==> src/rtl/led_phy_pkg.sv <==
// Shared LED PHY definitions: word width, framing words and the
// scheduler state encoding. GAP state exists only with LED_SCHED_GAP_EN.
package led_phy_pkg;

   localparam int          LED_FRAME_W    = 32;
   localparam logic [31:0] LED_START_WORD = 32'h0000_0000;
   localparam logic [31:0] LED_END_WORD   = 32'hFFFF_FFFF;

   typedef enum logic [2:0] {
      ST_IDLE,
      ST_CALC,
      ST_START_FRM,
      ST_LED_FRM,
      ST_END_FRM,
      ST_DONE
`ifdef LED_SCHED_GAP_EN
      , ST_GAP
`endif
   } led_sched_state_t;

endpackage

==> src/rtl/led_frame_scheduler.sv <==
// Frames one LED refresh packet: start word, led_num pixel words, end word,
// then (with LED_SCHED_GAP_EN) a GAP_CYCLES idle latch gap.
// Ports: clk/rst_n; start/cfg_led_num request; busy/done/total_bits status;
// pix_* valid/ready from the pixel buffer; phy_* valid/ready to the serializer.
module led_frame_scheduler
   import led_phy_pkg::*;
#(
   parameter int                 FRAME_W    = LED_FRAME_W,
   parameter int                 NUM_W      = 5,
   parameter int                 GAP_CYCLES = 32,
   parameter logic [FRAME_W-1:0] START_WORD = LED_START_WORD,
   parameter logic [FRAME_W-1:0] END_WORD   = LED_END_WORD
) (
   input  logic               clk,
   input  logic               rst_n,
   input  logic               start,
   input  logic [NUM_W-1:0]   cfg_led_num,
   output logic               busy,
   output logic               done,
   output logic [10:0]        total_bits,
   input  logic [FRAME_W-1:0] pix_data,
   input  logic               pix_valid,
   output logic               pix_ready,
   output logic [FRAME_W-1:0] phy_data,
   output logic               phy_valid,
   input  logic               phy_ready
);

   led_sched_state_t r_state;
   led_sched_state_t w_next;
   logic [NUM_W-1:0] r_led_num;
   logic [NUM_W-1:0] r_led_cnt;
   logic [10:0]      r_total_bits;
   logic             w_pix_xfer;
   logic             w_last_led;

`ifdef LED_SCHED_GAP_EN
   localparam int GAP_W = (GAP_CYCLES > 1) ? $clog2(GAP_CYCLES) : 1;
   logic [GAP_W-1:0] r_gap_cnt;
   logic             w_gap_end;
   assign w_gap_end = (r_gap_cnt == GAP_W'(GAP_CYCLES - 1));
`endif

   assign w_pix_xfer = (r_state == ST_LED_FRM) && pix_valid && phy_ready;
   // Only consulted in LED_FRM, where led_num is known non-zero.
   assign w_last_led = (r_led_cnt == (r_led_num - 1'b1));

   assign busy       = (r_state != ST_IDLE);
   assign done       = (r_state == ST_DONE);
   assign total_bits = r_total_bits;

   always_ff @(posedge clk or negedge rst_n) begin
      if (!rst_n) begin
         r_state      <= ST_IDLE;
         r_led_num    <= '0;
         r_led_cnt    <= '0;
         r_total_bits <= '0;
      end else begin
         r_state <= w_next;
         if (r_state == ST_IDLE) begin
            r_led_cnt <= '0;
            if (start) r_led_num <= cfg_led_num;
         end
         if (r_state == ST_CALC)
            r_total_bits <= (11'(r_led_num) + 11'd2) << 5;
         if (w_pix_xfer)
            r_led_cnt <= r_led_cnt + 1'b1;
      end
   end

`ifdef LED_SCHED_GAP_EN
   always_ff @(posedge clk or negedge rst_n) begin
      if (!rst_n)
         r_gap_cnt <= '0;
      else if (r_state == ST_GAP)
         r_gap_cnt <= r_gap_cnt + 1'b1;
      else
         r_gap_cnt <= '0;
   end
`endif

   always_comb begin
      w_next    = r_state;
      phy_valid = 1'b0;
      phy_data  = '0;
      pix_ready = 1'b0;
      unique case (r_state)
         ST_IDLE: begin
            if (start) w_next = ST_CALC;
         end
         ST_CALC: begin
            w_next = ST_START_FRM;
         end
         ST_START_FRM: begin
            phy_valid = 1'b1;
            phy_data  = START_WORD;
            if (phy_ready)
               w_next = (r_led_num != '0) ? ST_LED_FRM : ST_END_FRM;
         end
         ST_LED_FRM: begin
            phy_valid = pix_valid;
            phy_data  = pix_data;
            pix_ready = phy_ready;
            if (w_pix_xfer && w_last_led) w_next = ST_END_FRM;
         end
         ST_END_FRM: begin
            phy_valid = 1'b1;
            phy_data  = END_WORD;
`ifdef LED_SCHED_GAP_EN
            if (phy_ready) w_next = ST_GAP;
`else
            if (phy_ready) w_next = ST_DONE;
`endif
         end
`ifdef LED_SCHED_GAP_EN
         ST_GAP: begin
            if (w_gap_end) w_next = ST_DONE;
         end
`endif
         ST_DONE: begin
            w_next = ST_IDLE;
         end
         default: begin
            w_next = ST_IDLE;
         end
      endcase
   end

endmodule

==> config.mk <==
export PLATFORM = sky130hd
export DESIGN_NAME = led_frame_scheduler
export DESIGN_NICKNAME = d
export VERILOG_FILES = /design/src/rtl/led_phy_pkg.sv /design/src/rtl/led_frame_scheduler.sv
export SDC_FILE = /design/constraint.sdc
export NUM_CORES = 1
export LEC_CHECK = 0
export CAP_MARGIN = 5
export CORE_UTILIZATION = 37
export CTS_CLUSTER_SIZE = 14
export DETAILED_ROUTE_END_ITERATION = 10
export PLACE_DENSITY_LB_ADDON = 0.12
export SYNTH_ARGS = -nofsm -noshare
export SYNTH_HDL_FRONTEND = slang
export SYNTH_SLANG_ARGS = --single-unit
==> constraint.sdc <==
create_clock -name clk -period 1.95 [get_ports clk]
set_input_delay 0.2925 -clock clk [delete_from_list [all_inputs] [get_ports clk]]
set_output_delay 0.2925 -clock clk [all_outputs]
set_load 0.01 [all_outputs]
* Yosys cells after proc, flatten, opt, wreduce, memory -nomap -nowiden
Cells that the tools add are included.
Word-level totals: register bits 19, bits in latches 0, memory bits (writable) 0, ROM bits 0, input bits 42, output and inout bits 47, memories 0
Cells by class: add/sub/neg operators 3, multipliers 0, divide/modulo/power cells 0, order comparisons 0, equality and inequality tests 10, shifts and indexed selects 0, mux-type cells 11, bitwise operators 0, reductions and logical operators 10
Operators with widths (number):
- one-hot mux 32 bit (2 select lines) | 1
- 2-to-1 mux 3 bit | 5
- one-hot mux 3 bit (5 select lines) | 1
- 2-to-1 mux 5 bit | 2
- adder 5 x 2 -> 6 bit, second input constant | 1
- equality test 3 x 2 -> 1 bit, second input constant | 2
- equality test 3 bit, second input constant | 2
- != test 2 bit, second input constant | 3
- adder 5 x 1 -> 5 bit, second input constant | 1
- equality test 5 bit | 1
- nonzero test 5 bit | 1
- subtractor 5 x 1 -> 5 bit, second input constant | 1
- AND reduction 4 bit | 1
- equality test 3 x 1 -> 1 bit, second input constant | 1
- logical AND 1 bit | 3
- zero test 3 bit | 1
- nonzero test 3 bit | 1
- != test 2 x 1 -> 1 bit, second input constant | 1
- one-hot mux 1 bit (2 select lines) | 1
- AND reduction 2 bit | 1
- nonzero test 2 bit | 1
- OR reduction 2 bit | 1
- 2-to-1 mux 1 bit | 1

* Depth between registers and ports, before layout
Gate-level depths: netlist of the first run.
word-level depth 6, mapped depth 6, depth with buffers taken out 6

* Least setup slack after synthesis of the first run
No wires, ideal clock.
path kind reg2reg, start register r_led_num[1], end register r_state[1], library setup time 0.140 ns, arrival time 1.462 ns, data required time 1.810 ns, path slack 0.348 ns, stages on the path, launching flop included 7, path buffers 0, clock period less this slack 1.602 ns, cell sequence dfrtp_1 -> inv_1 -> ha_1 -> or4b_1 -> nor3b_2 -> or3_1 -> a41oi_1
Between the ends: word-level cells in the longest chain between the ends 5, elaborated cells between the ends (all ways) 9, those cells by class add/sub (1); eq/ne (2); mux (3); reduce/logical (3)
RTL lines:
- from (decl) | line led_frame_scheduler.sv:31 | logic [NUM_W-1:0] r_led_num;
- from (signal assigned) | line led_frame_scheduler.sv:62 | if (start) r_led_num <= cfg_led_num;
- subtractor 5 x 1 -> 5 bit | line led_frame_scheduler.sv:46 | assign w_last_led = (r_led_cnt == (r_led_num - 1'b1));
- equality test 5 bit | line led_frame_scheduler.sv:46
- logical AND 1 bit | line led_frame_scheduler.sv:104 | if (w_pix_xfer && w_last_led) w_next = ST_END_FRM;
- != test 2 x 1 -> 1 bit (no source line)
- AND reduction 4 bit (no source line)
- to (signal assigned) | line led_frame_scheduler.sv:59 | r_state <= w_next;
- to (decl) | line led_frame_scheduler.sv:29 | led_sched_state_t r_state;
Several ways; a longest one is shown, not always the timed one. The select of a mux whose other input is x is not followed. A chain may end at the register's enable or synchronous reset.

* Final worst setup path of the first run
start register r_state[2], end output port phy_data[17]
Between the ends: word-level cells in the longest chain between the ends 2, elaborated cells between the ends (all ways) 3, those cells by class eq/ne (2); mux (1)
RTL lines:
- equality test 3 bit or equality test 3 x 2 -> 1 bit (tied branches) | line led_frame_scheduler.sv:87 | unique case (r_state)
- one-hot mux 32 bit (2 select lines) * | line led_frame_scheduler.sv:87
- to (decl) | line led_frame_scheduler.sv:24 | output logic [FRAME_W-1:0] phy_data,
Mark *: on every way between the ends. The rest lies on a longest branch, timed or not.

==> flow_summary.ini, run 1 <==
[critical_path]
worstPathRequired_ns = 1.66
arrival_ns = 1.60
startpoint_type = flop
endpoint_kind = output pin
slowest_stage = dfrtp_1
critical_path.max_fanout = 18
crit_type = flop to output pin
critPathBufInv = 2
reg2reg_slack_ns = 0.18
crit_family = buffers and inverters
cpPeakStageDelay_ns = 0.42
path_cells = and3b_2, clkbuf_16, a21o_1, dlygate4sd2_1

[power_and_ir_drop]
intPower_uw = 1530
ir_worst_vdd_uv = 532
power.share.switching_pct = 40.0
powerDensity_mw_per_mm2 = 1070
power.share.clock_pct = 10.6
power.total_uw = 2550
combPwrFrac_pct = 63.9
pwr-share-seq_pct = 25.5
p_sw_uw = 1020
p_leak_uw = 0.00124

[final_layout]
final_common_cell = clkdlybuf4s50_1
diodes = 0
fillers = 318
layout_common_cells = 48 x clkdlybuf4s50_1, 32 x a21o_1, 24 x dlygate4sd2_1
nNetsFinal = 292
final_util_pct = 64.7
regArea_um2 = 475
drive_above_1_share_pct = 10.2
syn_to_final_growth_pct = 66.0
multi_input_area_um2 = 860

[timing]
finalSetupViolCount = 0
max_freq_mhz = 530
finalClockSkew_ns = 0.00501
slew_viol_final = 0
grt_setup_unrepaired = no
fin_crit_sh_pct = 96.8
hold_viol = 0
fin_setup_tns_ns = 0
fin_crit_ns = 1.89

[floorplanning]
boundaryPins = 89
die_area_mm2 = 0.00414
num_rows = 22
die-width_um = 64.3
chipHeight_um = 64.3
core_area_mm2 = 0.00369
initial_core_util_pct = 38.9

[global_route]
antenna_found_initial = 0
grt_pass1_vias = 1457
gr-total-overflow = 0
grt_start_max_net_pins = 37
grt_pass1_wl_mm = 6.94
track_usage_pct = 21.5

[yosys]
seq_area_frac_synth_pct = 33.1
synth_area_mm2 = 0.00144
synthCells = 161
synth_cell_types = 39
yosysWarnings = 0
ys_seq_elements = 19
syn_area_per_cell_um2 = 8.92

[detailed_routing]
vias_per_cell = 5.05
drt_pass1_iterations = 4
drtIter0Drc = 86
drtAntennaViolNets = 0
drc_errors = 0
wirelength_mm = 4.25
wl_per_cell_um = 14.6
vias = 1476

[flow_run]
drv_cap = 0

[clock_network]
cts.sinks = 19
clk_path_buf_depth = 2
clk_latency_ns = 0.26
h-tree-depth = 1
clk_pin_slew_ns = 0.07
cts-root-buf = clkbuf_8
cts_tree = yes
numCtsBuffers = 3
cts_hold_buf = 0

[outcome]
outcome = finished clean

[placed_design]
gp_congestion = 0.884
io_buffers = 83
hpwl_mm = 3.27

[worst_hold_path]
hold_class = input port to asynchronous set/reset pin
## cell usage after synthesis
cell type / number / area share (%)
buf_4: 5 / 2.6
nand3b_1: 1 / 0.52
or4b_1: 1 / 0.70
and3_1: 2 / 0.87
nor3b_2: 1 / 0.87
a2111oi_2: 1 / 1.0
conb_1: 1 / 0.26
nor3_1: 2 / 0.70
and4bb_1: 1 / 0.87
and3b_1: 2 / 1.2
inv_1: 7 / 1.8
xor2_1: 4 / 2.4
xnor2_1: 4 / 2.4
or3_1: 1 / 0.44
nor3_4: 1 / 1.1
nand3_1: 4 / 1.4
o31ai_1: 1 / 0.52
nand2_1: 11 / 2.9
a21boi_1: 1 / 0.52
a21oi_1: 4 / 1.4
a211o_1: 1 / 0.61
and2_1: 4 / 1.7
a221o_1: 1 / 0.70
a21o_1: 32 / 17
dfrtp_1: 19 / 33
o21ai_0: 11 / 3.8
o211ai_1: 1 / 0.52
o21bai_1: 1 / 0.52
clkbuf_1: 3 / 0.78
o21ai_1: 2 / 0.70
o31a_1: 1 / 0.61
a41oi_1: 1 / 0.61
buf_2: 10 / 3.5
nand4_1: 1 / 0.44
ha_1: 5 / 4.4
a211oi_1: 1 / 0.52
nor2_1: 5 / 1.3
mux2_2: 5 / 3.9
nor2b_1: 2 / 0.87
## final timing paths
path	from	endpoint	cells after the start
max in group asynchronous	rst_n	r_led_cnt[1]	2
max	r_state[2]	phy_data[17]	4
min	rst_n	total_bits[6]	2
min in group clk	total_bits[7]	total_bits[7]	1
max reg2reg	r_led_num[1]	r_state[1]	6
min reg2reg	total_bits[7]	total_bits[7]	1
## power by group through the flow
| stage | combinational, uW | clock [uW] | sequential, uW |
|---|---|---|---|
| 2_1_floorplan | 911 | 0 | 621 |
| 3_3_place_gp | 1680 | 0 | 644 |
| 3_5_place_dp | 1720 | 0 | 655 |
| 4_1_cts | 1560 | 277 | 648 |
| 5_1_grt | 1770 | 293 | 674 |
| 6_report | 1630 | 271 | 649 |
## repair_timing
item                                    in CTS  in global routing
gates resized for setup                     38                 12
endpoints found under the setup margin      35                  4
buffers inserted                             0                  0
cloned                                       0                  1
## registers in the layout, indices dropped and copies added, names as in the netlist
signal,flops
r_led_cnt,5
r_led_num,5
r_state,3
total_bits,6
## layer usage
metal	global-route usage, %	vias to the layer above	share of wire, %	routed length, um
met1	27.2	700	44	1880
met2	37.5	48	51	2150
met4	4.17	0	0.75	32
met5	0	-	0	0
met3	4.29	5	4.4	186
li1	-	723	-	-
## final cells by class
cell class	instances	share of cell area, %
Clock buffer	4	1.89
Inverter	7	1.10
Multi-Input combinational cell	121	36.0
Sequential cell	19	19.9
Tap cell	48	2.52
Timing Repair Buffer	93	38.5
## kinds of logic (layout without fill, tap and decap cells)
family	count (synthesis)	after routing	synth area share (%)
XOR/XNOR	8	8	4.88
AND/OR/NAND/NOR	39	39	15.9
multiplexers	5	5	3.92
other	1	5	0.261
buffers and inverters	25	104	8.71
AO/OA/AOI/OAI	59	59	28.8
adder cells (fa/ha/maj)	5	5	4.36
flip-flops	19	19	33.1
## through the flow
stage,setup slack (ns),cells,cell area [um2],hold WS [ns]
after floorplan,0.348,165,1450,-0.00309
after global placement,0.105,287,2340,0.491
after detailed placement,0.0604,287,2340,0.501
after CTS,0.0393,291,2350,0.371
after global routing,0.00271,292,2380,0.388
final,0.0617,292,2380,0.369
(Power assumes the default switching activity.)
==> run 2: changes to the inputs <==
--- a/config.mk
+++ b/config.mk
@@ -13,3 +13,4 @@
 export SYNTH_ARGS = -nofsm -noshare
 export SYNTH_HDL_FRONTEND = slang
 export SYNTH_SLANG_ARGS = --single-unit
+export TNS_END_PERCENT = 100
==> results of run 2 <==
No change in the layout: final DEF, timing and power equal those of run 1.
==> run 3: changes to the inputs <==
--- a/config.mk
+++ b/config.mk
@@ -9,7 +9,9 @@
 export CORE_UTILIZATION = 37
 export CTS_CLUSTER_SIZE = 14
 export DETAILED_ROUTE_END_ITERATION = 10
+export MAX_ROUTING_LAYER = met4
 export PLACE_DENSITY_LB_ADDON = 0.12
+export RECOVER_POWER = 25
 export SYNTH_ARGS = -nofsm -noshare
 export SYNTH_HDL_FRONTEND = slang
 export SYNTH_SLANG_ARGS = --single-unit
==> run 3 against run 2 <==
Against the previous run:
- non-clock buffer count grew 4
- sequential share of layout area is essentially flat
- clock power grew 4%
- critical path depth grew 1
- sequential power grew 1%
- highest routed layer unchanged
==> flow_summary.ini, run 3 (synthesis results as in run 1) <==
[detailed_routing]
vias_per_cell = 5.20
drc_errors = 0
drtAntennaViolNets = 0
drtIter0Drc = 98
wirelength_mm = 4.66
wl_per_cell_um = 15.8
drt_pass1_iterations = 4
vias = 1538

[clock_network]
cts_hold_buf = 0
cts_tree = yes
clk_latency_ns = 0.26
cts.sinks = 19
h-tree-depth = 1
clk_pin_slew_ns = 0.08
clk_path_buf_depth = 2
numCtsBuffers = 3
cts-root-buf = clkbuf_8

[global_route]
grt_start_max_net_pins = 20
antenna_found_initial = 0
gr-total-overflow = 0
grt_pass1_vias = 1551
grt_pass1_wl_mm = 7.51
track_usage_pct = 24.2

[final_layout]
layout_common_cells = 46 x clkdlybuf4s50_1, 32 x a21o_1, 19 x dfrtp_1
multi_input_area_um2 = 875
final_common_cell = clkdlybuf4s50_1
syn_to_final_growth_pct = 66.3
regArea_um2 = 475
fin_cells = 296
diodes = 0
fillers = 328
drive_above_1_share_pct = 17.7
largest_reg_flops = 6
nNetsFinal = 296

[power_and_ir_drop]
powerDensity_mw_per_mm2 = 1080
ir_worst_vdd_uv = 566
pwr-share-seq_pct = 25.4
p_sw_uw = 1070
power.share.clock_pct = 10.9
combPwrFrac_pct = 63.6
p_leak_uw = 0.00128
intPower_uw = 1510
power.share.switching_pct = 41.6
power.total_uw = 2580

[floorplanning]
num_rows = 22
chipHeight_um = 64.3
core_area_mm2 = 0.00369
initial_core_util_pct = 38.9
boundaryPins = 89
die-width_um = 64.3
die_area_mm2 = 0.00414

[timing]
max_freq_mhz = 522
fin_crit_ns = 1.92
fin_crit_sh_pct = 98.3
finalSetupViolCount = 0
hold_viol = 0
relSlewSlack_pct = 26.2
finalClockSkew_ns = 0.00733
slew_viol_final = 0
worstMarginPinSlew_ns = 1.11

[placed_design]
io_buffers = 83
hpwl_mm = 3.51
gp_congestion = 0.896
dp_cells = 288

[worst_hold_path]
hold_class = flop to flop

[flow_run]
drv_cap = 0

[critical_path]
startpoint_type = flop
critical_path.max_fanout = 15
arrival_ns = 1.62
endpoint_kind = output pin
crit_type = flop to output pin
worstPathRequired_ns = 1.66

[outcome]
outcome = finished clean
## run 3: worst paths after layout
kind / startpoint / end / slack, ns / cells past startpoint
max in group asynchronous: rst_n / r_led_num[2] / 0.53 / 2
max: r_state[2] / phy_data[12] / 0.03 / 5
max reg2reg: r_led_num[0] / r_state[0] / 0.19 / 6
min reg2reg: total_bits[5] / total_bits[5] / 0.53 / 1
min: total_bits[5] / total_bits[5] / 0.53 / 1
min in group asynchronous: rst_n / total_bits[9] / 0.75 / 2
## run 3: what timing repair did
| action | 4_1_cts | 5_1_grt |
|---|---|---|
| hold endpoints to repair | 0 | 0 |
| cloned | 2 | 0 |
| setup endpoints to repair | 35 | 21 |
| buffers inserted | 2 | 0 |
| gates resized for setup | 49 | 27 |
## run 3: layout make-up
type                    count  area share, %
repair buffers             97           38.0
multi-input cells         121           36.6
flip-flops and latches     19           19.9
well taps                  48           2.51
clock buffers               4           1.89
inverters                   7           1.10
## run 3: critical path, cell delays in order (launching register included)
cell             delay (ns)
dfrtp_1                0.39
buf_4                  0.16
and2_4                 0.16
bufbuf_16              0.28
a21o_1                 0.15
clkdlybuf4s15_1        0.22
## run 3: per-layer routing
| metal | part of all wire [%] | track usage [%] | wire, um |
|---|---|---|---|
| met4 | 1.5 | 7.22 | 70 |
| met2 | 52 | 41.1 | 2440 |
| met1 | 42 | 30.3 | 1960 |
| met3 | 4.0 | 2.50 | 187 |
| met5 | 0 | - | 0 |
## run 3: per-stage QoR
step                utilization (%)  setup slack [ns]  hold slack [ns]  setup TNS (ns)  cell area [um2]
floorplan                         -             0.348         -0.00309               0             1450
global placement               63.5            0.0818            0.491               0             2340
detailed placement             63.5            0.0368            0.519               0             2340
CTS                            66.1          0.000476            0.377               0             2440
global route                   64.8          -0.00403            0.566        -0.00403             2390
finish                         64.8            0.0336            0.530               0             2390
## run 3: power groups by stage
stage,registers (uW),logic (uW),clock network [uW]
2_1_floorplan,621,911,0
3_3_place_gp,646,1680,0
3_5_place_dp,656,1710,0
4_1_cts,645,1660,287
5_1_grt,675,1770,313
6_report,656,1640,282
==> RTL change 1, RTL diff (settings of run 1) <==
Build with the macro `LED_SCHED_GAP_EN` defined.
--- a/src/rtl/led_phy_pkg.sv
+++ b/src/rtl/led_phy_pkg.sv
@@ -1,4 +1,6 @@
 // Shared LED PHY definitions: word width, framing words and the
 // scheduler state encoding. GAP state exists only with LED_SCHED_GAP_EN.
+`define LED_SCHED_GAP_EN
+
 package led_phy_pkg;
 
Check against the original RTL: not equivalent (Yosys sat finds a counterexample within 10 cycles, from zero or initial values and one cycle with rst_n low).
==> RTL change 1 against run 1 <==
  * Setup slack got worse by 0.0016 ns
  * Count of clock-buffer cells in the layout fell by 1
  * Combinational power rose by 33%
  * Total power rose by 30%
  * Area after synthesis rose by 16%
  * Core utilization fell by 4.1 points
  * Routed wire length rose by 4.0%
  * Design area rose by 9.9%
  * Sequential cell count rose by 5
  * Cell count rose by 8.2%
  * First-iteration DRC count fell by 78%
==> RTL change 1: results <==
timing:
  drv_slew: 0
  holdWs_ns: 0.372
  tightestPinTransition_ns: 0.486
  skew_ns: 0.00471
  finalSetupViolations: 0
finish:
  final-nonclk-buf-share_pct: 35.4
  seq_share_pct: 23.0
  n_fill_cell: 383
  clkbuf_count: 3
  drive_gt1_share_pct: 12.9
  multi_input_area_share_pct: 36.5
  largest_reg_flops: 6
  fin_nets: 315
  nMultiInputCombCells: 132
  buffers: 98
  clock_area_share_pct: 1.58
logic_synthesis:
  synth_warnings: 0
  yosysUniqueCellTypes: 44
  postSynthCellCount: 176
  synthTopCellsByCount: "33 x a21o_1, 24 x dfrtp_1, 13 x nand2_1"
  synthTopCellsByArea: "dfrtp_1 36%, a21o_1 15%, ha_1 5.3%"
  synth-async-reset-ratio_pct: 100
  yosysSeqAreaShare_pct: 36.1
  synthFlopType: "dfrtp_1"
setup_path:
  path_max_fanout: 33
  r2r_setup_slack_ns: 0.11
  r2r_cells: 6
  r2r_start: "r_led_num[1]"
  r2r-end: "r_state[2]"
clocking:
  cts.path.max_buffers: 2
  cts_hold_buf: 0
  htreeDepth: 1
  clockRootBuffer: "clkbuf_8"
  clock_sinks: 24
  insertion_delay_ns: 0.27
die:
  dieArea_um2: 4770
placement:
  dp_hpwl_um: 3390
  place_area_um2: 2610
  place_inst: 313
  numPortBuffers: 83
  place.gp.congestion: 0.714
  pre_cts_ws_ns: 0.0445
routing:
  post_drt_via_cell_ratio: 4.93
  dr.pass1.iters: 4
  dr_total_vias: 1559
  detail_route.iter0.violations: 19
  wl_per_cell_um: 14.0
run:
  cap_violations: 0
global_route:
  grt_use_total_pct: 18.5
  grt_pass1_wl_um: 7290
  first_global_vias: 1493
  antenna_found_initial: 0
  grt_max_degree: 34
run_status:
  status: "complete, no violations"
min_path:
  min_path_type: "input pin to async pin"
pwr:
  pwr_density_cell_nw_per_um2: 1260
  ir_worst_vdd_mv: 0.914
  p_leak_nw: 1.42
[RTL change 1: cell count changes after synthesis, sizes merged, moves of 3 or more]
cell,delta
and2,-3
and3,+3
buf,-6
clkbuf,+5
dfrtp,+5
nor2,+4
o21ai,-4
o21bai,+3
[RTL change 1: logic make-up (layout without fill, tap and decap cells)]
group           Yosys count  count (layout)  share of synthesized area, %
simple gates             45              45                          14.8
fa+ha+maj                 7               7                          5.27
mux                       5               5                          3.39
buf+inv                  24             108                          8.05
flops                    24              24                          36.1
compound gates           59              59                          26.3
other cells               1               5                         0.226
xor+xnor                 11              11                          5.79
[RTL change 1: worst max path at each step]
stage	depth (start not counted)	endpoint	slack (ns)	startpoint
finish	4	phy_data[5]	0.06	r_state[1]
global route	6	r_state[2]	-0.0009	r_led_num[1]
CTS	4	phy_data[3]	0.04	r_state[1]
detailed placement	4	phy_data[3]	0.04	r_state[2]
global placement	4	phy_data[3]	0.07	r_state[2]
floorplan	6	r_state[2]	0.20	r_led_num[0]
[RTL change 1: power breakdown]
| group | switching [mW] | internal (mW) | leakage, nW |
|---|---|---|---|
| combinational | 1.01 | 1.15 | 1.10 |
| clock | 0.155 | 0.138 | 0.0216 |
| sequential | 0.189 | 0.663 | 0.300 |
[RTL change 1: timing repair]
item                       CTS  global route
setup endpoints to repair   35            33
setup buffers                0             0
gates resized for setup     37             5
[RTL change 1: worst max-delay path, cell delays in order, from the launching register on]
cell and delay (ns):
dfrtp_2 0.45, and3b_2 0.25, buf_12 0.17, a21o_1 0.18
dlygate4sd2_1 0.28
[RTL change 1: per-layer routing]
layer	wire length, um	up-vias	global-route usage, %
met3	251	4	3.22
met1	2090	722	23.7
met2	2040	54	31.7
met4	43	0	5.44
li1	-	779	-
met5	0	-	0
==> RTL change 2, RTL diff (settings of run 1) <==
Without the edit above. Re-encode `led_sched_state_t` (6 states) as one-hot, 6 bits wide.
--- a/src/rtl/led_phy_pkg.sv
+++ b/src/rtl/led_phy_pkg.sv
@@ -7,11 +7,11 @@
    localparam logic [31:0] LED_END_WORD   = 32'hFFFF_FFFF;
 
-   typedef enum logic [2:0] {
-      ST_IDLE,
-      ST_CALC,
-      ST_START_FRM,
-      ST_LED_FRM,
-      ST_END_FRM,
-      ST_DONE
+   typedef enum logic [5:0] {
+      ST_IDLE      = 6'b000001,
+      ST_CALC      = 6'b000010,
+      ST_START_FRM = 6'b000100,
+      ST_LED_FRM   = 6'b001000,
+      ST_END_FRM   = 6'b010000,
+      ST_DONE      = 6'b100000
 `ifdef LED_SCHED_GAP_EN
       , ST_GAP
Check against the original RTL: same outputs for any inputs over 10 cycles, from zero or initial values and one cycle with rst_n low; not proved beyond that.
==> RTL change 2 against run 1 <==
  * The run now ends with setup timing left
  * Clock power rose by 6%
  * Maximum frequency fell by 19%
  * First-iteration DRC count fell by 41%
  * Total power fell by 8.9%
  * Design area rose by 8.9%
  * Sequential cell count rose by 3
  * Routed wire length rose by 9.6%
  * Core utilization rose by 3.7 points
  * Count of clock-buffer cells in the layout did not move
  * Synthesized cell count rose by 3.1%
  * Area after synthesis rose by 6.3%
  * Sequential power rose by 12%
  * Setup slack got worse by 0.44 ns
  * Cell count rose by 9.6%
  * Critical path type unchanged
  * Largest cell class unchanged
==> RTL change 2: results <==
run_status:
  status: "finished, violations left"
  violations: "setup timing"
routing:
  wl_met1_um: 2050
  wirelength_um: 4660
  dr_total_vias: 1602
  post_drt_via_cell_ratio: 5.01
  detail_route.iter0.violations: 51
  top_layer: "met4"
  dr.pass1.iters: 4
  route.met3.wl_um: 150
  met2WireLength_um: 2440
global_route:
  use_met3_pct: 3.97
  gr-usage-met2_pct: 35.6
  first_global_vias: 1466
  met1_usage_pct: 27.3
  grt_use_total_pct: 20.9
  grt_pass1_wl_um: 6930
  grt_max_degree: 33
logic_synthesis:
  synth_adder_area_share_pct: 4.10
  yosysSeqAreaShare_pct: 36.1
  synthTopCellsByCount: "32 x a21o_1, 21 x dfrtp_1, 12 x o21ai_0"
  synth-compound-area-share_pct: 24.8
  synth_xor_area_share_pct: 5.16
  muxShareOfSynthArea_pct: 4.43
  syn_area_per_cell_um2: 9.20
  synthTopCellsByArea: "dfrtp_1 34%, a21o_1 16%, ha_1 4.1%"
clocking:
  ctsResizeCount: 157
  post-cts-setup-buffers: 7
finish:
  drive_gt1_share_pct: 29.8
  fin_nets: 320
placement:
  place_area_um2: 2490
  place.gp.congestion: 0.738
  dp_hpwl_um: 3250
  pre_cts_ws_ns: -0.435
  place_inst: 304
pwr:
  ir_worst_vdd_mv: 1.05
  p_leak_nw: 1.51
setup_path:
  r2r_cells: 7
  r2r_setup_slack_ns: 0.14
  r2r-end: "r_state[3]"
  crit_family: "simple AND/OR/NAND/NOR gates"
  critPathArrivalTime_ns: 2.04
  r2r_start: "r_state[0]"
  crit_slowest_cell: "or3_4"
  path_max_fanout: 8
  cp_slowest_stage_delay_ns: 0.41
timing:
  finalSetupViolations: 33
  skew_ns: 0.000954
  setup_ws_ns: -0.382
  fin_tns_setup_ns: -11.41
  holdWs_ns: 0.376
-- RTL change 2: cell count changes in the layout (fill, tap and decap cells not counted), moves of 5 or more --
cell                    run 1  this run
buf_2                       0        31
dlygate4sd2_1              24         0
buf_4                       7        19
clkdlybuf4s15_1            11         0
buf_6                       0         9
mux2_1                      0         5
-- RTL change 2: layout make-up --
type	instances	area, um2
timing repair buffer	112	1000
sequential	22	552
clock buffer	4	45.0
multi-input combinational	126	906
inverter	8	30.0
fill	308	1200
tap	48	60.1
-- RTL change 2: where the power goes --
part	switching [mW]	internal, mW	total (mW)
clock	0.141	0.146	0.287
sequential	0.124	0.606	0.730
combinational	0.592	0.712	1.30
-- RTL change 2: worst max path at each step --
stage / from / endpoint / cells past startpoint
detailed placement: r_state[1] / phy_data[31] / 6
global route: r_state[0] / phy_data[9] / 7
CTS: r_state[1] / phy_data[9] / 8
global placement: r_state[1] / phy_data[31] / 6
finish: r_state[0] / phy_data[4] / 7
floorplan: r_state[1] / phy_data[10] / 5
